**config.mk**
```make
export PLATFORM = sky130hd
export DESIGN_NAME = serial_sub_2bit
export DESIGN_NICKNAME = d
export VERILOG_FILES = /design/src/rtl/serial_sub_2bit_pkg.sv /design/src/rtl/serial_sub_2bit_cell.sv /design/src/rtl/serial_sub_2bit.sv
export SDC_FILE = /design/constraint.sdc
export NUM_CORES = 1
export LEC_CHECK = 0
export CORE_MARGIN = 3
export CORE_UTILIZATION = 40
export DETAILED_ROUTE_END_ITERATION = 7
export PLACE_DENSITY = 0.73
export SYNTH_ARGS = -nofsm -noshare
export SYNTH_HDL_FRONTEND = slang
export SYNTH_SLANG_ARGS = --single-unit
```
**constraint.sdc**
```tcl
create_clock -name clk -period 2.91 [get_ports clk]
set_input_delay 0.7275 -clock clk [delete_from_list [all_inputs] [get_ports clk]]
set_output_delay 0.7275 -clock clk [all_outputs]
set_load 0.05 [all_outputs]
```
**src/rtl/serial_sub_2bit_pkg.sv**
```systemverilog
//------------------------------------------------------------------------------
// Module   : serial_sub_2bit_pkg
// Purpose  : Shared state encoding and sizing helpers for the digit-serial
//            2-bit borrow-lookahead subtractor.
// Revision : 1.0 - initial release
//------------------------------------------------------------------------------
`default_nettype none

package serial_sub_2bit_pkg;

  // FSM state encoding
  localparam logic [1:0] ST_IDLE = 2'd0;
  localparam logic [1:0] ST_RUN  = 2'd1;
  localparam logic [1:0] ST_DONE = 2'd2;

  typedef enum logic [1:0] {
    S_IDLE = ST_IDLE,
    S_RUN  = ST_RUN,
    S_DONE = ST_DONE
  } state_e;

  // Digit counter width: enough to count 0..nd-1, never narrower than 1 bit
  function automatic int cnt_width(input int nd);
    return (nd <= 1) ? 1 : $clog2(nd);
  endfunction

endpackage

`default_nettype wire

```
**src/rtl/serial_sub_2bit_cell.sv**
```systemverilog
//------------------------------------------------------------------------------
// Module   : sub_2bit_cell
// Purpose  : Combinational 2-bit borrow-lookahead subtract cell:
//            {bout, d} = a - b - bin over one 2-bit digit.
// Revision : 1.0 - initial release
//------------------------------------------------------------------------------
`default_nettype none

module sub_2bit_cell (
  input  logic [1:0] a,
  input  logic [1:0] b,
  input  logic       bin,
  output logic [1:0] d,
  output logic       bout
);

  // Borrow generate: this bit borrows regardless of the incoming borrow.
  // Borrow propagate: this bit passes an incoming borrow through.
  logic [1:0] g;
  logic [1:0] p;
  logic       b0_out;

  assign g = ~a & b;
  assign p = ~(a ^ b);

  // Internal borrow out of bit 0, used only to form the bit-1 difference
  assign b0_out = g[0] | (p[0] & bin);

  assign d[0] = a[0] ^ b[0] ^ bin;
  assign d[1] = a[1] ^ b[1] ^ b0_out;

  // Lookahead digit borrow, not rippled through b0_out
  assign bout = g[1] | (p[1] & g[0]) | (p[1] & p[0] & bin);

endmodule

`default_nettype wire

```
**src/rtl/serial_sub_2bit.sv**
```systemverilog
//------------------------------------------------------------------------------
// Module   : serial_sub_2bit
// Purpose  : Multi-cycle WIDTH-bit subtractor DIFF = A - B - BORROW_IN, one
//            2-bit digit per clock (LSB digit first) through a single
//            borrow-lookahead cell, with valid/ready on both sides.
// Revision : 1.0 - initial release
//------------------------------------------------------------------------------
`default_nettype none

module serial_sub_2bit
  import serial_sub_2bit_pkg::*;
#(
  parameter int WIDTH = 16
) (
  input  logic             clk,
  input  logic             rst_n,
  input  logic             IN_VALID,
  output logic             IN_READY,
  input  logic [WIDTH-1:0] A,
  input  logic [WIDTH-1:0] B,
  input  logic             BORROW_IN,
  output logic             OUT_VALID,
  input  logic             OUT_READY,
  output logic [WIDTH-1:0] DIFF,
  output logic             BORROW_OUT,
  output logic             OVERFLOW
);

  localparam int ND = WIDTH / 2;
  localparam int CW = cnt_width(ND);
  // Partial-result register holds every digit except the last one, which
  // goes straight from the cell into DIFF on the final edge.
  localparam int RW = (WIDTH > 2) ? WIDTH - 2 : 2;

  // Reject odd or too-narrow widths at elaboration
  if ((WIDTH % 2) != 0 || WIDTH < 2) begin : g_width_check
    $error("serial_sub_2bit: WIDTH must be even and >= 2");
  end

  state_e            state_q, state_d;
  logic [WIDTH-1:0]  a_q, a_d;
  logic [WIDTH-1:0]  b_q, b_d;
  logic [RW-1:0]     res_q, res_d;
  logic              brw_q, brw_d;
  logic [CW-1:0]     cnt_q, cnt_d;
  logic              a_msb_q, a_msb_d;
  logic              b_msb_q, b_msb_d;
  logic              in_ready_q, in_ready_d;
  logic              out_valid_q, out_valid_d;
  logic [WIDTH-1:0]  diff_q, diff_d;
  logic              borrow_q, borrow_d;
  logic              ovf_q, ovf_d;

  logic [1:0]        cell_d;
  logic              cell_bout;
  logic [WIDTH-1:0]  w_full;
  logic [RW-1:0]     w_res_next;

  sub_2bit_cell u_cell (
    .a    (a_q[1:0]),
    .b    (b_q[1:0]),
    .bin  (brw_q),
    .d    (cell_d),
    .bout (cell_bout)
  );

  // Result assembly: new digit enters at the MSB end of the partial result
  if (WIDTH == 2) begin : g_nd1
    assign w_full     = cell_d;
    assign w_res_next = res_q;
  end else if (WIDTH == 4) begin : g_nd2
    assign w_full     = {cell_d, res_q};
    assign w_res_next = cell_d;
  end else begin : g_ndn
    assign w_full     = {cell_d, res_q};
    assign w_res_next = {cell_d, res_q[RW-1:2]};
  end

  // Next-state logic for FSM, datapath shift registers and output registers
  always_comb begin
    state_d     = state_q;
    a_d         = a_q;
    b_d         = b_q;
    res_d       = res_q;
    brw_d       = brw_q;
    cnt_d       = cnt_q;
    a_msb_d     = a_msb_q;
    b_msb_d     = b_msb_q;
    in_ready_d  = in_ready_q;
    out_valid_d = out_valid_q;
    diff_d      = diff_q;
    borrow_d    = borrow_q;
    ovf_d       = ovf_q;

    case (state_q)
      S_IDLE: begin
        // READY comes up one edge after reset release, then stays up in IDLE
        in_ready_d = 1'b1;
        if (IN_VALID && in_ready_q) begin
          a_d        = A;
          b_d        = B;
          brw_d      = BORROW_IN;
          a_msb_d    = A[WIDTH-1];
          b_msb_d    = B[WIDTH-1];
          cnt_d      = '0;
          in_ready_d = 1'b0;
          state_d    = S_RUN;
        end
      end
      S_RUN: begin
        a_d   = a_q >> 2;
        b_d   = b_q >> 2;
        res_d = w_res_next;
        brw_d = cell_bout;
        cnt_d = cnt_q + CW'(1);
        if (cnt_q == CW'(ND - 1)) begin
          state_d     = S_DONE;
          diff_d      = w_full;
          borrow_d    = cell_bout;
          // Signed overflow only when operand signs differ and the result
          // sign disagrees with the minuend
          ovf_d       = (a_msb_q != b_msb_q) && (cell_d[1] != a_msb_q);
          out_valid_d = 1'b1;
        end
      end
      S_DONE: begin
        if (OUT_READY) begin
          out_valid_d = 1'b0;
          in_ready_d  = 1'b1;
          state_d     = S_IDLE;
        end
      end
      default: begin
        state_d     = S_IDLE;
        in_ready_d  = 1'b0;
        out_valid_d = 1'b0;
      end
    endcase
  end

  // State registers; async reset abandons any operation in flight
  always_ff @(posedge clk or negedge rst_n) begin
    if (!rst_n) begin
      state_q     <= S_IDLE;
      a_q         <= '0;
      b_q         <= '0;
      res_q       <= '0;
      brw_q       <= 1'b0;
      cnt_q       <= '0;
      a_msb_q     <= 1'b0;
      b_msb_q     <= 1'b0;
      in_ready_q  <= 1'b0;
      out_valid_q <= 1'b0;
      diff_q      <= '0;
      borrow_q    <= 1'b0;
      ovf_q       <= 1'b0;
    end else begin
      state_q     <= state_d;
      a_q         <= a_d;
      b_q         <= b_d;
      res_q       <= res_d;
      brw_q       <= brw_d;
      cnt_q       <= cnt_d;
      a_msb_q     <= a_msb_d;
      b_msb_q     <= b_msb_d;
      in_ready_q  <= in_ready_d;
      out_valid_q <= out_valid_d;
      diff_q      <= diff_d;
      borrow_q    <= borrow_d;
      ovf_q       <= ovf_d;
    end
  end

  assign IN_READY   = in_ready_q;
  assign OUT_VALID  = out_valid_q;
  assign DIFF       = diff_q;
  assign BORROW_OUT = borrow_q;
  assign OVERFLOW   = ovf_q;

endmodule

`default_nettype wire

```
==> flow_metrics.tcl, run 1 <==
set metrics [dict create \
    status "complete, no violations" \
    crit_arrival_ns 1.57 \
    crit_path_end_kind "primary output" \
    cts_tree "built" \
    fill_cells 643 \
    dpl.hpwl_microns 4104 \
    area_delta_synth_final_pct 26.13 \
    grt_util_all_layers_pct 14.95 \
    drive_gt1_share_pct 12.14 \
    internal_power_mw 2.639 \
    clockBufferDepth 2 \
    start_util_pct 42.60 \
    rsz0062_at_grt "false" \
    drc 0 \
    synth.yosys.seq_area_share_pct 58.06 \
    cp-start-kind "flip-flop" \
    drt-pass1-iter-count 4 \
    cts_setup_buffers 0 \
    min_to "res_q[0]" \
    ios 57 \
    seq_power_share_pct 38.0 \
    min_from "res_q[0]" \
    clock-sinks 74 \
    grt_pass1_wl_microns 10380 \
    p_per_area_nw_per_um2 1096 \
    synth-main-ff-cell "dfrtp_1" \
    syn_inst 286 \
    routed_via_density 4.791 \
    synth.avg_cell_area_sq_um 11.15 \
    grt_pass1_vias 2138 \
    finalHoldViolations 0 \
    vias 2132 \
    clock-root-buffer "clkbuf_8" \
    crit_type "reg2out" \
    layout_common_cells "80 x nand2_1, 74 x dfrtp_1, 55 x clkdlybuf4s50_1" \
    worst_pin_slew_ns 0.9141 \
    setup_viol 0 \
    vdd_drop_max_mv 0.5347 \
    clock_latency_ns 0.35 \
    core-area_sq_um 7486 \
    syn_nets 328 \
    wirelength_microns 6072 \
    p_comb_share_pct 43.7 \
    hold_depth 2 \
    grt_start_max_net_pins 75 \
    cp_cell_sequence "clkdlybuf4s50_1" \
    cpMaxStageDelayCell "clkdlybuf4s50_1" \
    path_clk_slew_ns 0.07 \
    max_stage_delay_ns 0.83 \
    cts_buffers 9 \
    async_flop_share_pct 100.0 \
    yosys_warnings 0 \
    post-route-min-period_ns 2.302 \
    required_ns 2.18 \
    synth.ff_latch_count 74 \
    drt_iter0_markers 83 \
    num-nets-final 384 \
    cts_resized 0 \
    max_freq_mhz 434.4 \
    finalCritPeriodShare_pct 79.11 \
    die-area_sq_um 9081 \
    clkPwrFrac_pct 18.4 \
    yosys.area.top_type_share_pct 58.06 \
    final_antenna_net_count 0 \
    path_buf_inv 1 \
    drv_slew 0 \
    timing.rr.end "DIFF[12]" \
    die_x_microns 95.30 \
    synth_edf_count 0 \
    p_switching_mw 1.771 \
    tns_ns 0 \
    synth_area_leaders "dfrtp_1 58%, mux2i_1 9.7%, nand2_1 9.4%" \
    critical_path.top_delay_family "buffers and inverters" \
    die-height_microns 95.30 \
    r2r_start "cnt_q[0]" \
    slew_headroom_pct 39.06 \
    r2r_slack_ns 0.93 \
    crit_fanout 4 \
    wl_per_cell_microns 13.64 \
    hold_buffers 0 \
    cts_max_level 3 \
    port_buffers 56 \
    diodes 0 \
    maxCapViolations 0 \
    synth.distinct_cells 26 \
    holdCritPathClass "reg2reg" \
    rr_worst_depth 4 \
    place.gp.congestion 0.7471 \
    rows 31 \
    yosys.area.top_type "dfrtp_1" \
    final_common_cell "nand2_1" \
    finClkSkew_ns 0.006806 \
    swShare_pct 40.16 \
    p_leak_nw 1.800 \
    fin_util_pct 53.74 \
    grt-ovfl-total 0 \
    antenna_found_initial 0 \
    synth_area_sq_um 3189 \
]
[power by group through the flow]
| stage | Combinational, mW | Sequential, mW | Clock (mW) |
|---|---|---|---|
| 6_report | 1.93 | 1.68 | 0.810 |
| 5_1_grt | 2.14 | 1.74 | 0.875 |
| 4_1_cts | 1.96 | 1.68 | 0.828 |
| 3_5_place_dp | 1.95 | 1.70 | 0 |
| 3_3_place_gp | 1.91 | 1.68 | 0 |
| 2_1_floorplan | 1.04 | 2.06 | 0 |
[cell usage after synthesis (2+ instances only)]
master and count:
buf_8 3, nor2b_1 3, o21ai_1 28, buf_2 9, nor2_1 3, mux2_2 17
a22o_1 2, mux2i_1 31, inv_1 4, ha_1 4, dfrtp_1 74, nand2_1 80
a21oi_1 2, clkbuf_1 4, o21ai_0 10, nand2b_1 2
[logic make-up (layout without fill, tap and decap cells)]
kind of cell    Yosys count  after routing  share of synthesized area, %
mux                      49             49                         16.20
flops                    74             74                         58.06
buf+inv                  21             81                         4.119
fa+ha+maj                 5              5                         2.197
compound gates           45             45                         7.533
simple gates             91             91                         11.61
xor+xnor                  1              1                        0.2747
[routing by layer]
metal	vias up	part of all wire (%)	GRT usage, %
met3	9	5.3	3.946
met4	0	2.0	7.212
met1	1008	46	21.14
met5	-	0	0
met2	49	46	21.22
li1	1066	-	-
[area by class of cell]
class	instances	area, sq um	share of cell area, %
Sequential cell	74	1852	46.03
Multi-Input combinational cell	191	1214	30.17
Timing Repair Buffer	62	615.6	15.30
Clock buffer	11	151.4	3.764
Tap cell	99	123.9	3.079
Clock inverter	4	51.30	1.275
Inverter	4	15.01	0.3733
[worst max path at each step]
stage               startpoint  endpoint  slack, ns  cells past startpoint
floorplan             IN_VALID   a_msb_q       1.30                      4
global placement      IN_VALID  cnt_q[0]       0.72                      5
detailed placement    IN_VALID  cnt_q[0]       0.71                      5
CTS                   IN_READY  IN_READY       0.60                      1
global route          IN_READY  IN_READY       0.55                      1
finish                IN_READY  IN_READY       0.61                      1
[sequential cells by signal, indices dropped and copies added (netlist names)]
signal	cells
a_q	16
OVERFLOW	1
brw_q	1
b_q	16
BORROW_OUT	1
cnt_q	3
OUT_VALID	1
a_msb_q	1
IN_READY	1
res_q	14
b_msb_q	1
DIFF	16
state_q	2
[per-stage QoR]
step | hold WS, ns | setup slack (ns) | std cells | cell area (sq um) | power (mW)
6_report | 0.4807 | 0.6079 | 445 | 4023 | 4.411
5_1_grt | 0.5176 | 0.5467 | 445 | 4023 | 4.753
4_1_cts | 0.4823 | 0.5964 | 445 | 4023 | 4.472
3_5_place_dp | 0.4640 | 0.7051 | 430 | 3820 | 3.653
3_3_place_gp | 0.4606 | 0.7191 | 430 | 3820 | 3.591
2_1_floorplan | 0.4319 | 1.298 | 286 | 3189 | 3.095
Note: power is estimated with default switching activity, not from simulation.
==> inputs of run 2 (changes only) <==
==> constraint.sdc (replaced) <==
create_clock -name clk -period 2.3 [get_ports clk]
set_input_delay 0.575 -clock clk [delete_from_list [all_inputs] [get_ports clk]]
set_output_delay 0.575 -clock clk [all_outputs]
set_load 0.05 [all_outputs]
==> run 2 against run 1 <==
Effect of this change: die area unchanged; non-clock buffer count grew 1; cell count rose by 0.45%; global-route usage about the same; via count increased by 0.80%; register-to-register slack lost 0.37 ns; critical endpoint unchanged; utilization increased by 0.42 points; clock skew increased by 0.0067 ns; power increased by 27%; critical path depth is the same; routed wire length rose by 1.6%; combinational power increased by 28%.
==> flow_metrics.tcl, run 2 (synthesis results as in run 1) <==
set metrics [dict create \
    drt-pass1-iter-count 4 \
    core-area_sq_um 7486 \
    drv_slew 0 \
    cpMaxStageDelayCell "clkdlybuf4s50_1" \
    path_clk_slew_ns 0.08 \
    cts_tree "built" \
    cts_buffers 9 \
    layout_common_cells "80 x nand2_1, 74 x dfrtp_1, 55 x clkdlybuf4s50_1" \
    cp-start-kind "flip-flop" \
    drive_gt1_share_pct 12.64 \
    routed_via_density 4.808 \
    grt_util_all_layers_pct 14.96 \
    cts_setup_buffers 0 \
    clock-sinks 74 \
    slew_headroom_pct 65.81 \
    required_ns 1.73 \
    num-nets-final 385 \
    p_leak_nw 1.812 \
    drc 0 \
    clock_latency_ns 0.35 \
    clockBufferDepth 2 \
    grt_start_max_net_pins 40 \
    r2r_start "a_q[0]" \
    die-height_microns 95.30 \
    max_stage_delay_ns 0.82 \
    rsz0062_at_grt "false" \
    crit_fanout 4 \
    rows 31 \
    post-route-min-period_ns 2.129 \
    diodes 0 \
    setup_viol 0 \
    worst_pin_slew_ns 0.5112 \
    finalCritPeriodShare_pct 92.56 \
    die-area_sq_um 9081 \
    cts_resized 0 \
    cp_cell_sequence "clkdlybuf4s50_1" \
    wirelength_microns 6172 \
    crit_type "reg2out" \
    vias 2149 \
    ios 57 \
    hold_buffers 0 \
    final_common_cell "nand2_1" \
    crit_arrival_ns 1.55 \
    timing.rr.end "OVERFLOW" \
    critical_path.top_delay_family "buffers and inverters" \
    start_util_pct 42.60 \
    port_buffers 56 \
    finClkSkew_ns 0.01354 \
    p_per_area_nw_per_um2 1387 \
    holdCritPathClass "in2async" \
    grt_pass1_vias 2172 \
    rr_worst_depth 4 \
    grt-ovfl-total 0 \
    finalHoldViolations 0 \
    vdd_drop_max_mv 0.5994 \
    path_buf_inv 1 \
    clock-root-buffer "clkbuf_8" \
    drt_iter0_markers 80 \
    status "complete, no violations" \
    die_x_microns 95.30 \
    crit_path_end_kind "primary output" \
    dpl.hpwl_microns 4300 \
    r2r_slack_ns 0.56 \
    place.gp.congestion 0.7114 \
    total_power_mw 5.623 \
    maxCapViolations 0 \
    area_delta_synth_final_pct 27.11 \
    antenna_found_initial 0 \
    wl_per_cell_microns 13.81 \
    tns_ns 0 \
    cts_max_level 3 \
    fill_cells 656 \
    final_antenna_net_count 0 \
    max_freq_mhz 469.7 \
    grt_pass1_wl_microns 10380 \
]
## run 2: final cells by class
| type | instances | area, sq um | area share [%] |
|---|---|---|---|
| multi-input cells | 191 | 1214 | 29.94 |
| well taps | 99 | 123.9 | 3.056 |
| repair buffers | 63 | 648.1 | 15.99 |
| clock buffers | 9 | 123.9 | 3.056 |
| clock inverters | 7 | 77.57 | 1.914 |
| flip-flops and latches | 74 | 1852 | 45.68 |
| inverters | 4 | 15.01 | 0.3704 |
## run 2: how the worst max path moves through the flow
stage | to | from | cells past startpoint
global placement | cnt_q[0] | IN_VALID | 5
CTS | IN_READY | IN_READY | 1
global route | IN_READY | IN_READY | 1
detailed placement | cnt_q[0] | IN_VALID | 5
floorplan | a_msb_q | IN_READY | 4
finish | IN_READY | IN_READY | 1
## run 2: report_power, final
group          internal [mW]  total [mW]  switching, mW
clock                  0.510        1.01          0.501
sequential              1.81        2.13          0.314
combinational          0.999        2.48           1.49
total                   3.32        5.62           2.30
## run 2: per-stage QoR
| stage | hold WS [ns] | cells | util, % | worst slack, ns | area [sq um] |
|---|---|---|---|---|---|
| global placement | 0.4592 | 431 | 51.46 | 0.2369 | 3852 |
| global route | 0.2127 | 447 | 54.15 | 0.1199 | 4054 |
| CTS | 0.1960 | 447 | 54.15 | 0.1538 | 4054 |
| detailed placement | 0.4708 | 431 | 51.46 | 0.1949 | 3852 |
| floorplan | 0.2794 | 286 | - | 0.7054 | 3189 |
| finish | 0.1932 | 447 | 54.15 | 0.1712 | 4054 |
## run 2: per-layer routing
layer  wire [microns]  up-vias  track usage, %
met5                0        -               0
met4               81        0           5.769
met3              247        6           3.710
met2             2991       40           23.85
met1             2850     1030           19.66
li1                 -     1073               -
